$ cat src/rtl/ocx_tlx_framer_cmd_sched.sv
// Command scheduler between the TL command FIFO and the flit packer.
// Pops the FIFO head when the selected VC and the DCP0 pool hold enough
// credits, registers the command behind a valid/ack handshake, and tracks
// the three TL credit counters with saturation on overflow.
module ocx_tlx_framer_cmd_sched #(
  parameter int CREDIT_WIDTH = 6,
  parameter int CMD_WIDTH    = 172
) (
  input  logic                    clock,
  input  logic                    reset_n,
  input  logic [CMD_WIDTH-1:0]    fifo_data,
  input  logic                    fifo_data_available,
  output logic                    fifo_rd_done,
  input  logic                    credit_init_valid,
  input  logic [CREDIT_WIDTH-1:0] credit_init_vc0,
  input  logic [CREDIT_WIDTH-1:0] credit_init_vc3,
  input  logic [CREDIT_WIDTH-1:0] credit_init_dcp0,
  input  logic [3:0]              vc0_credit_return,
  input  logic [3:0]              vc3_credit_return,
  input  logic [3:0]              dcp0_credit_return,
  input  logic                    pause,
  output logic                    cmd_valid,
  output logic [CMD_WIDTH-1:0]    cmd_data,
  input  logic                    cmd_ack,
  output logic [CREDIT_WIDTH-1:0] vc0_credits,
  output logic [CREDIT_WIDTH-1:0] vc3_credits,
  output logic [CREDIT_WIDTH-1:0] dcp0_credits,
  output logic                    credit_overflow_error
);

  typedef enum logic [1:0] {ST_INIT, ST_RUN, ST_PAUSED} state_t;

  localparam int SW = CREDIT_WIDTH + 1;

  state_t                  r_state, w_state_nxt;
  logic [CREDIT_WIDTH-1:0] r_vc0, r_vc3, r_dcp0;
  logic                    r_ovf;
  logic                    r_valid;
  logic [CMD_WIDTH-1:0]    r_data;

  logic                    w_vc3_sel;
  logic [1:0]              w_dc;
  logic                    w_vc_ok, w_dcp_ok, w_out_free, w_issue, w_load;
  logic [CREDIT_WIDTH-1:0] w_vc0_base, w_vc3_base, w_dcp0_base;
  logic [SW-1:0]           w_vc0_sum, w_vc3_sum, w_dcp0_sum;
  logic [1:0]              w_vc0_used, w_vc3_used, w_dcp0_used;

  // Head-of-FIFO decode: VC select and number of data credits required.
  assign w_vc3_sel  = fifo_data[CMD_WIDTH-1];
  assign w_dc       = fifo_data[CMD_WIDTH-2 -: 2];
  assign w_vc_ok    = w_vc3_sel ? (r_vc3 != '0) : (r_vc0 != '0);
  assign w_dcp_ok   = (r_dcp0 >= {{(CREDIT_WIDTH-2){1'b0}}, w_dc}) && (w_dc != 2'd3);
  assign w_out_free = !r_valid || cmd_ack;
  assign w_issue    = (r_state == ST_RUN) && fifo_data_available && w_vc_ok &&
                      w_dcp_ok && w_out_free;
  assign fifo_rd_done = w_issue;

  // Credit arithmetic: initial load replaces the current value, returns
  // are added on top, consumption is subtracted, all one bit wider so a
  // carry out of the top flags saturation.
  assign w_load      = (r_state == ST_INIT) && credit_init_valid;
  assign w_vc0_base  = w_load ? credit_init_vc0  : r_vc0;
  assign w_vc3_base  = w_load ? credit_init_vc3  : r_vc3;
  assign w_dcp0_base = w_load ? credit_init_dcp0 : r_dcp0;
  assign w_vc0_used  = {1'b0, w_issue & ~w_vc3_sel};
  assign w_vc3_used  = {1'b0, w_issue &  w_vc3_sel};
  assign w_dcp0_used = w_issue ? w_dc : 2'd0;
  assign w_vc0_sum   = {1'b0, w_vc0_base}  + SW'(vc0_credit_return)  - SW'(w_vc0_used);
  assign w_vc3_sum   = {1'b0, w_vc3_base}  + SW'(vc3_credit_return)  - SW'(w_vc3_used);
  assign w_dcp0_sum  = {1'b0, w_dcp0_base} + SW'(dcp0_credit_return) - SW'(w_dcp0_used);

  // Next-state logic for the INIT/RUN/PAUSED controller.
  always_comb begin
    w_state_nxt = r_state;
    case (r_state)
      ST_INIT:   if (credit_init_valid) w_state_nxt = ST_RUN;
      ST_RUN:    if (pause)             w_state_nxt = ST_PAUSED;
      ST_PAUSED: if (!pause)            w_state_nxt = ST_RUN;
      default:                          w_state_nxt = ST_INIT;
    endcase
  end

  // State register.
  always_ff @(posedge clock or negedge reset_n) begin
    if (!reset_n) r_state <= ST_INIT;
    else          r_state <= w_state_nxt;
  end

  // Credit counters with saturation; overflow flag pulses alongside.
  always_ff @(posedge clock or negedge reset_n) begin
    if (!reset_n) begin
      r_vc0  <= '0;
      r_vc3  <= '0;
      r_dcp0 <= '0;
      r_ovf  <= 1'b0;
    end else begin
      r_vc0  <= w_vc0_sum[CREDIT_WIDTH]  ? '1 : w_vc0_sum[CREDIT_WIDTH-1:0];
      r_vc3  <= w_vc3_sum[CREDIT_WIDTH]  ? '1 : w_vc3_sum[CREDIT_WIDTH-1:0];
      r_dcp0 <= w_dcp0_sum[CREDIT_WIDTH] ? '1 : w_dcp0_sum[CREDIT_WIDTH-1:0];
      r_ovf  <= w_vc0_sum[CREDIT_WIDTH] | w_vc3_sum[CREDIT_WIDTH] |
                w_dcp0_sum[CREDIT_WIDTH];
    end
  end

  // Output holding register: load on issue, drop valid on a bare ack.
  always_ff @(posedge clock or negedge reset_n) begin
    if (!reset_n) begin
      r_valid <= 1'b0;
      r_data  <= '0;
    end else if (w_issue) begin
      r_valid <= 1'b1;
      r_data  <= fifo_data;
    end else if (cmd_ack) begin
      r_valid <= 1'b0;
    end
  end

  assign cmd_valid             = r_valid;
  assign cmd_data              = r_data;
  assign vc0_credits           = r_vc0;
  assign vc3_credits           = r_vc3;
  assign dcp0_credits          = r_dcp0;
  assign credit_overflow_error = r_ovf;

endmodule

$ cat config.mk
export PLATFORM = sky130hd
export DESIGN_NAME = ocx_tlx_framer_cmd_sched
export DESIGN_NICKNAME = d
export VERILOG_FILES = /design/src/rtl/ocx_tlx_framer_cmd_sched.sv
export SDC_FILE = /design/constraint.sdc
export NUM_CORES = 1
export LEC_CHECK = 0
export BUFFER_PORTS_ARGS = -buffer_cell sky130_fd_sc_hd__buf_2
export CAP_MARGIN = 20
export CORE_AREA = 2 2 157 159
export CTS_CLUSTER_DIAMETER = 100
export DETAILED_ROUTE_END_ITERATION = 6
export DIE_AREA = 0 0 159 161
export PLACE_DENSITY = 0.73
export SYNTH_ARGS = -nofsm -noshare
export SYNTH_HDL_FRONTEND = slang
export SYNTH_SLANG_ARGS = --single-unit
$ cat constraint.sdc
create_clock -name clock -period 3.5 [get_ports clock]
set_input_delay 0.7 -clock clock [delete_from_list [all_inputs] [get_ports clock]]
set_output_delay 0.7 -clock clock [all_outputs]
set_load 0.05 [all_outputs]
Word-level counts from Yosys, hierarchy flattened
Index checks and enable logic that the tools add are counted.
W data, S select, Z words.

cells by class
  $add $sub $neg = 6
  $lt $le $gt $ge = 1
  equal/unequal tests = 6
  muxes and demuxes = 14
  bitwise gates (word level) = 5
  reductions and logical operators = 13

operators with widths
  operator              count
  $mux W6               6
  $add A6 B4 Y7         3
  $sub A7 B1 Y7         2
  $reduce_bool A6 Y1    2
  $mux W2               4
  $ne A2 B2 Y1 const B  4
  $sub A7 B2 Y7         1
  $ge A6 B2 Y1          1
  $logic_and A1 B1 Y1   6
  $pmux W2 S3           1
  $mux W1               3
  $reduce_and A3 Y1     1
  $and A1 B1 Y1         2
  $eq A2 B1 Y1 const B  1
  $eq A2 B2 Y1 const B  1
  $logic_not A2 Y1      1
  $or A1 B1 Y1          2
  $reduce_bool A2 Y1    1
  $logic_not A1 Y1      1
  $logic_or A1 B1 Y1    1
  $not A1 Y1            1

word-level totals
  register bits = 194
  output and inout bits = 193

Depth between registers and ports, before layout
  depth in word-level cells = 9
  depth in mapped cells = 19
  gate-level depth less buffers = 17

Worst setup path after synthesis
Ideal clock, no wire load.

  kind = input-to-reg
  start point = input fifo_data[170]
  end point = register r_ovf (netlist: credit_overflow_error)
  setup time = 150 ps
  arrival time = 4232 ps
  data required time = 3350 ps
  path slack = -882 ps
  cell stages on the path = 18
  buffers on the path = 2
  cells stage by stage = inv_1 ha_1 or4_1 a211o_1 nand4_1 a21oi_2 buf_6 buf_6 and2_1 ha_1 inv_1 ha_1 fa_1 a211oi_1 o21bai_1 a21oi_1 xor2_1 o211ai_1

on the way
  word-level cells in the longest chain between the ends = 8
  elaborated cells on any way between the ends = 13

RTL lines
  item                                          line    text
  from (decl)                                   11      input logic [CMD_WIDTH-1:0] fifo_data,
  $ge A6 B2 Y1 or $ne A2 B2 Y1 (tied branches)  52      assign w_dcp_ok = (r_dcp0 >= {{(CREDIT_WIDTH-2){1'b0}}, w_dc}) && (w_dc != 2'd3);
  $logic_and A1 B1 Y1 *                         52
  $logic_and A1 B1 Y1 *                         54      assign w_issue = (r_state == ST_RUN) && fifo_data_available && w_vc_ok &&
  $logic_and A1 B1 Y1 *                         55      w_dcp_ok && w_out_free;
  net fifo_rd_done                              13      output logic fifo_rd_done,
  $and A1 B1 Y1, on equally long branches       65, 66
  $sub A7 B1 Y7, on equally long branches       68, 69
  $or A1 B1 Y1                                  100     r_ovf <= w_vc0_sum[CREDIT_WIDTH] | w_vc3_sum[CREDIT_WIDTH] |
  $or A1 B1 Y1 *                                100
  to (signal assigned)                          100
  to (decl)                                     37      logic r_ovf;

The timed path passes the listed nets; every way through them passes the cells marked *.
A chain may end at the register's enable or synchronous reset.

Worst setup path in the final report
  start point = register r_dcp0[1] (netlist: dcp0_credits[1])
  end point = register r_ovf (netlist: credit_overflow_error)

on the way
  word-level cells in the longest chain between the ends = 8
  elaborated cells on any way between the ends = 14

RTL lines
  item                                     line    text
  from (decl)                              36      logic [CREDIT_WIDTH-1:0] r_vc0, r_vc3, r_dcp0;
  from (signal assigned)                   99      r_dcp0 <= w_dcp0_sum[CREDIT_WIDTH] ? '1 : w_dcp0_sum[CREDIT_WIDTH-1:0];
  $ge A6 B2 Y1                             52
  $logic_and A1 B1 Y1                      52
  $logic_and A1 B1 Y1                      54
  $logic_and A1 B1 Y1                      55
  $and A1 B1 Y1, on equally long branches  65, 66
  $sub A7 B1 Y7, on equally long branches  68, 69
  $or A1 B1 Y1                             100
  $or A1 B1 Y1 *                           100

Mark *: on every way between the ends. The rest lies on a longest branch, timed or not.

==> impl_metrics.py <==
metrics = {
    "logic_synthesis": {
        "synth_nets": 821,
        "synth_area_leaders": "dfrtp_1, mux2_4, mux2_2",
        "avgSynthCellArea_um2": 15.3,
        "synthCells": 578,
        "netlist.area_leader.share": 0.548,
        "ys.flop_type": "dfrtp_1",
        "ys_ff_latch": 194,
        "synthArstFlopShare": 1.00,
        "syn_area_mm2": 0.00885,
        "synth_cell_types": 38,
        "synth_edf_count": 0,
        "yosys_warnings": 0,
        "yosysTopAreaCell": "dfrtp_1",
        "synth-seq-area-share": 0.548,
    },
    "floorplan": {
        "die_w_um": 159,
        "start_util": 0.370,
        "dieArea_mm2": 0.0256,
        "ios": 401,
        "die_h_um": 161,
        "std_cell_rows": 57,
        "core-area_mm2": 0.0240,
    },
    "timing": {
        "timing.final.ws_setup_ps": -40.3,
        "rsz0062_at_grt": "yes",
        "timing_worst_slew_pin_value_ps": 1090,
        "clock_skew_ps": 16.6,
        "setup_viol_count_final": 6,
        "fmax_mhz": 282,
        "fin_crit_sh": 1.01,
        "maxSlewHeadroom": 0.272,
        "hold_viol_final": 0,
        "drv_slew": 0,
        "fin_crit_ps": 3540,
    },
    "cells_and_area": {
        "seq_area_mm2": 0.00485,
        "final_common_cell": "buf_2",
        "syn_to_final_growth_pct": 38.1,
        "layout-drive-gt1-share": 0.659,
        "multi_input_area_mm2": 0.00381,
        "final_cell_mix": "buf_2, dfrtp_1, mux2_4, mux2_2, buf_4",
        "fillers": 2084,
        "fin_nets": 1264,
        "utilization": 0.510,
    },
    "route": {
        "dr.pass1.iters": 4,
        "first_iter_violations": 274,
        "drc": 0,
        "antenna_left": 0,
        "wl_mm": 22.4,
        "viasPerCell": 4.60,
        "routedWlPerCell_um": 16.5,
        "vias": 6248,
    },
    "cts": {
        "clock_insertion_delay_worst_skew_ps": 430,
        "cts_made_buffers": 17,
        "cts-root-buf": "clkbuf_16",
        "clkSinkCount": 194,
        "path_clk_slew_ps": 90,
        "clock_path_buffers": 2,
        "h-tree-depth": 4,
        "cts_tree": "yes",
        "hold_buffers": 0,
    },
    "place": {
        "place_congestion": 0.799,
        "io_buffers": 400,
        "dpl.hpwl_mm": 16.9,
    },
    "run_status": {
        "violations": "setup timing",
        "status": "finished with violations",
    },
    "setup_path": {
        "critical_path.startpoint": "dcp0_credits[1]",
        "worst-r2r-setup-slack_ps": -40,
        "r2r_cells": 16,
        "worstSetupEndpointType": "flip-flop",
        "cp.required_ps": 3790,
        "r2r_end": "credit_overflow_error",
        "cp_max_fo": 6,
        "crit_type": "reg -> reg",
        "worstSetupStartpointType": "flip-flop",
        "cp.arrival_ps": 3830,
        "r2r_start": "dcp0_credits[1]",
        "worstSetupEndpoint": "credit_overflow_error",
    },
    "global_route": {
        "grt_first_pass_wirelength_mm": 35.7,
        "grt_start_max_net_pins": 76,
        "antenna_found_initial": 1,
        "grt_pass1_vias": 6640,
        "grt_overflow": 0,
        "grt_use_total": 0.174,
    },
    "min_path": {
        "hp-class": "in -> async",
    },
    "flow_run": {
        "cap_violations": 0,
    },
}
-- sequential cells by signal, indices dropped and copies added (netlist names) --
register / count
vc0_credits: 6
r_state: 2
cmd_data: 172
cmd_valid: 1
credit_overflow_error: 1
dcp0_credits: 6
vc3_credits: 6
-- cells by family after synthesis --
| group | Yosys count | share of synthesized area |
|---|---|---|
| flops | 194 | 0.548 |
| mux | 189 | 0.291 |
| buf+inv | 62 | 0.0397 |
| compound gates | 53 | 0.0394 |
| simple gates | 39 | 0.0227 |
| fa+ha+maj | 35 | 0.0528 |
| xor+xnor | 6 | 0.00593 |
-- critical path, cell delays in order, from the launching register on --
cell and delay, ps:
dfrtp_1 420, ha_4 160, or4_4 400, a211o_1 250
nand4_1 130, a21oi_4 70, and2_4 160, ha_4 250
inv_2 40, ha_4 160, fa_2 380, a211oi_4 250
o21bai_1 110, a21oi_2 160, xor2_1 200, buf_4 170
o211ai_1 80
-- Yosys cell counts (6+ instances only) --
cell,number
nor2_1,9
buf_6,15
a211oi_1,9
a21oi_1,6
o21ai_0,14
mux2_2,48
nand2b_1,6
dfrtp_1,194
nand2_1,8
mux2_4,125
mux2i_1,16
inv_1,41
ha_1,31
-- what timing repair did --
action	CTS	global route
pin swaps	2	18
hold endpoints to repair	0	0
resized for setup	3	9
endpoints found under the setup margin	7	18
setup buffers	10	3
-- metrics by stage --
stage / cell area [um^2] / TNS [ps] / std cells / setup slack [ps] / hold WS (ps)
detailed placement: 11400 / -13910 / 1313 / -580 / 486
CTS: 12200 / -105 / 1355 / -49.5 / 303
finish: 12200 / -117 / 1359 / -40.3 / 283
floorplan: 8970 / -6700 / 578 / -481 / 404
global placement: 11400 / -9710 / 1313 / -440 / 485
global route: 12200 / -2640 / 1358 / -203 / 319
-- cell type report --
class	instances	area share
multi-input cells	322	0.312
well taps	324	0.0332
inverters	41	0.0136
clock buffers	17	0.0348
flip-flops and latches	194	0.397
diodes	1	0.000205
clock inverters	15	0.0164
repair buffers	445	0.193
-- worst min path at each step --
stage	from	endpoint	slack (ps)	cells past startpoint
floorplan	reset_n	cmd_data[0]	400	0
global placement	cmd_data[147]	cmd_data[147]	480	1
detailed placement	cmd_data[120]	cmd_data[120]	490	1
CTS	reset_n	cmd_data[86]	300	1
global route	reset_n	cmd_data[86]	320	1
finish	reset_n	cmd_data[86]	280	1
-- per-layer routing --
layer	routed length (um)	share of wire	track usage	vias to the layer above
met1	9240	0.41	0.216	3061
li1	-	-	-	2912
met2	11400	0.51	0.304	245
met4	427	0.019	0.0492	0
met5	0	0	0	-
met3	1390	0.062	0.0426	30
Power is not shown: default switching activity piles up to over one toggle a cycle in this logic, so the estimate is an artifact.
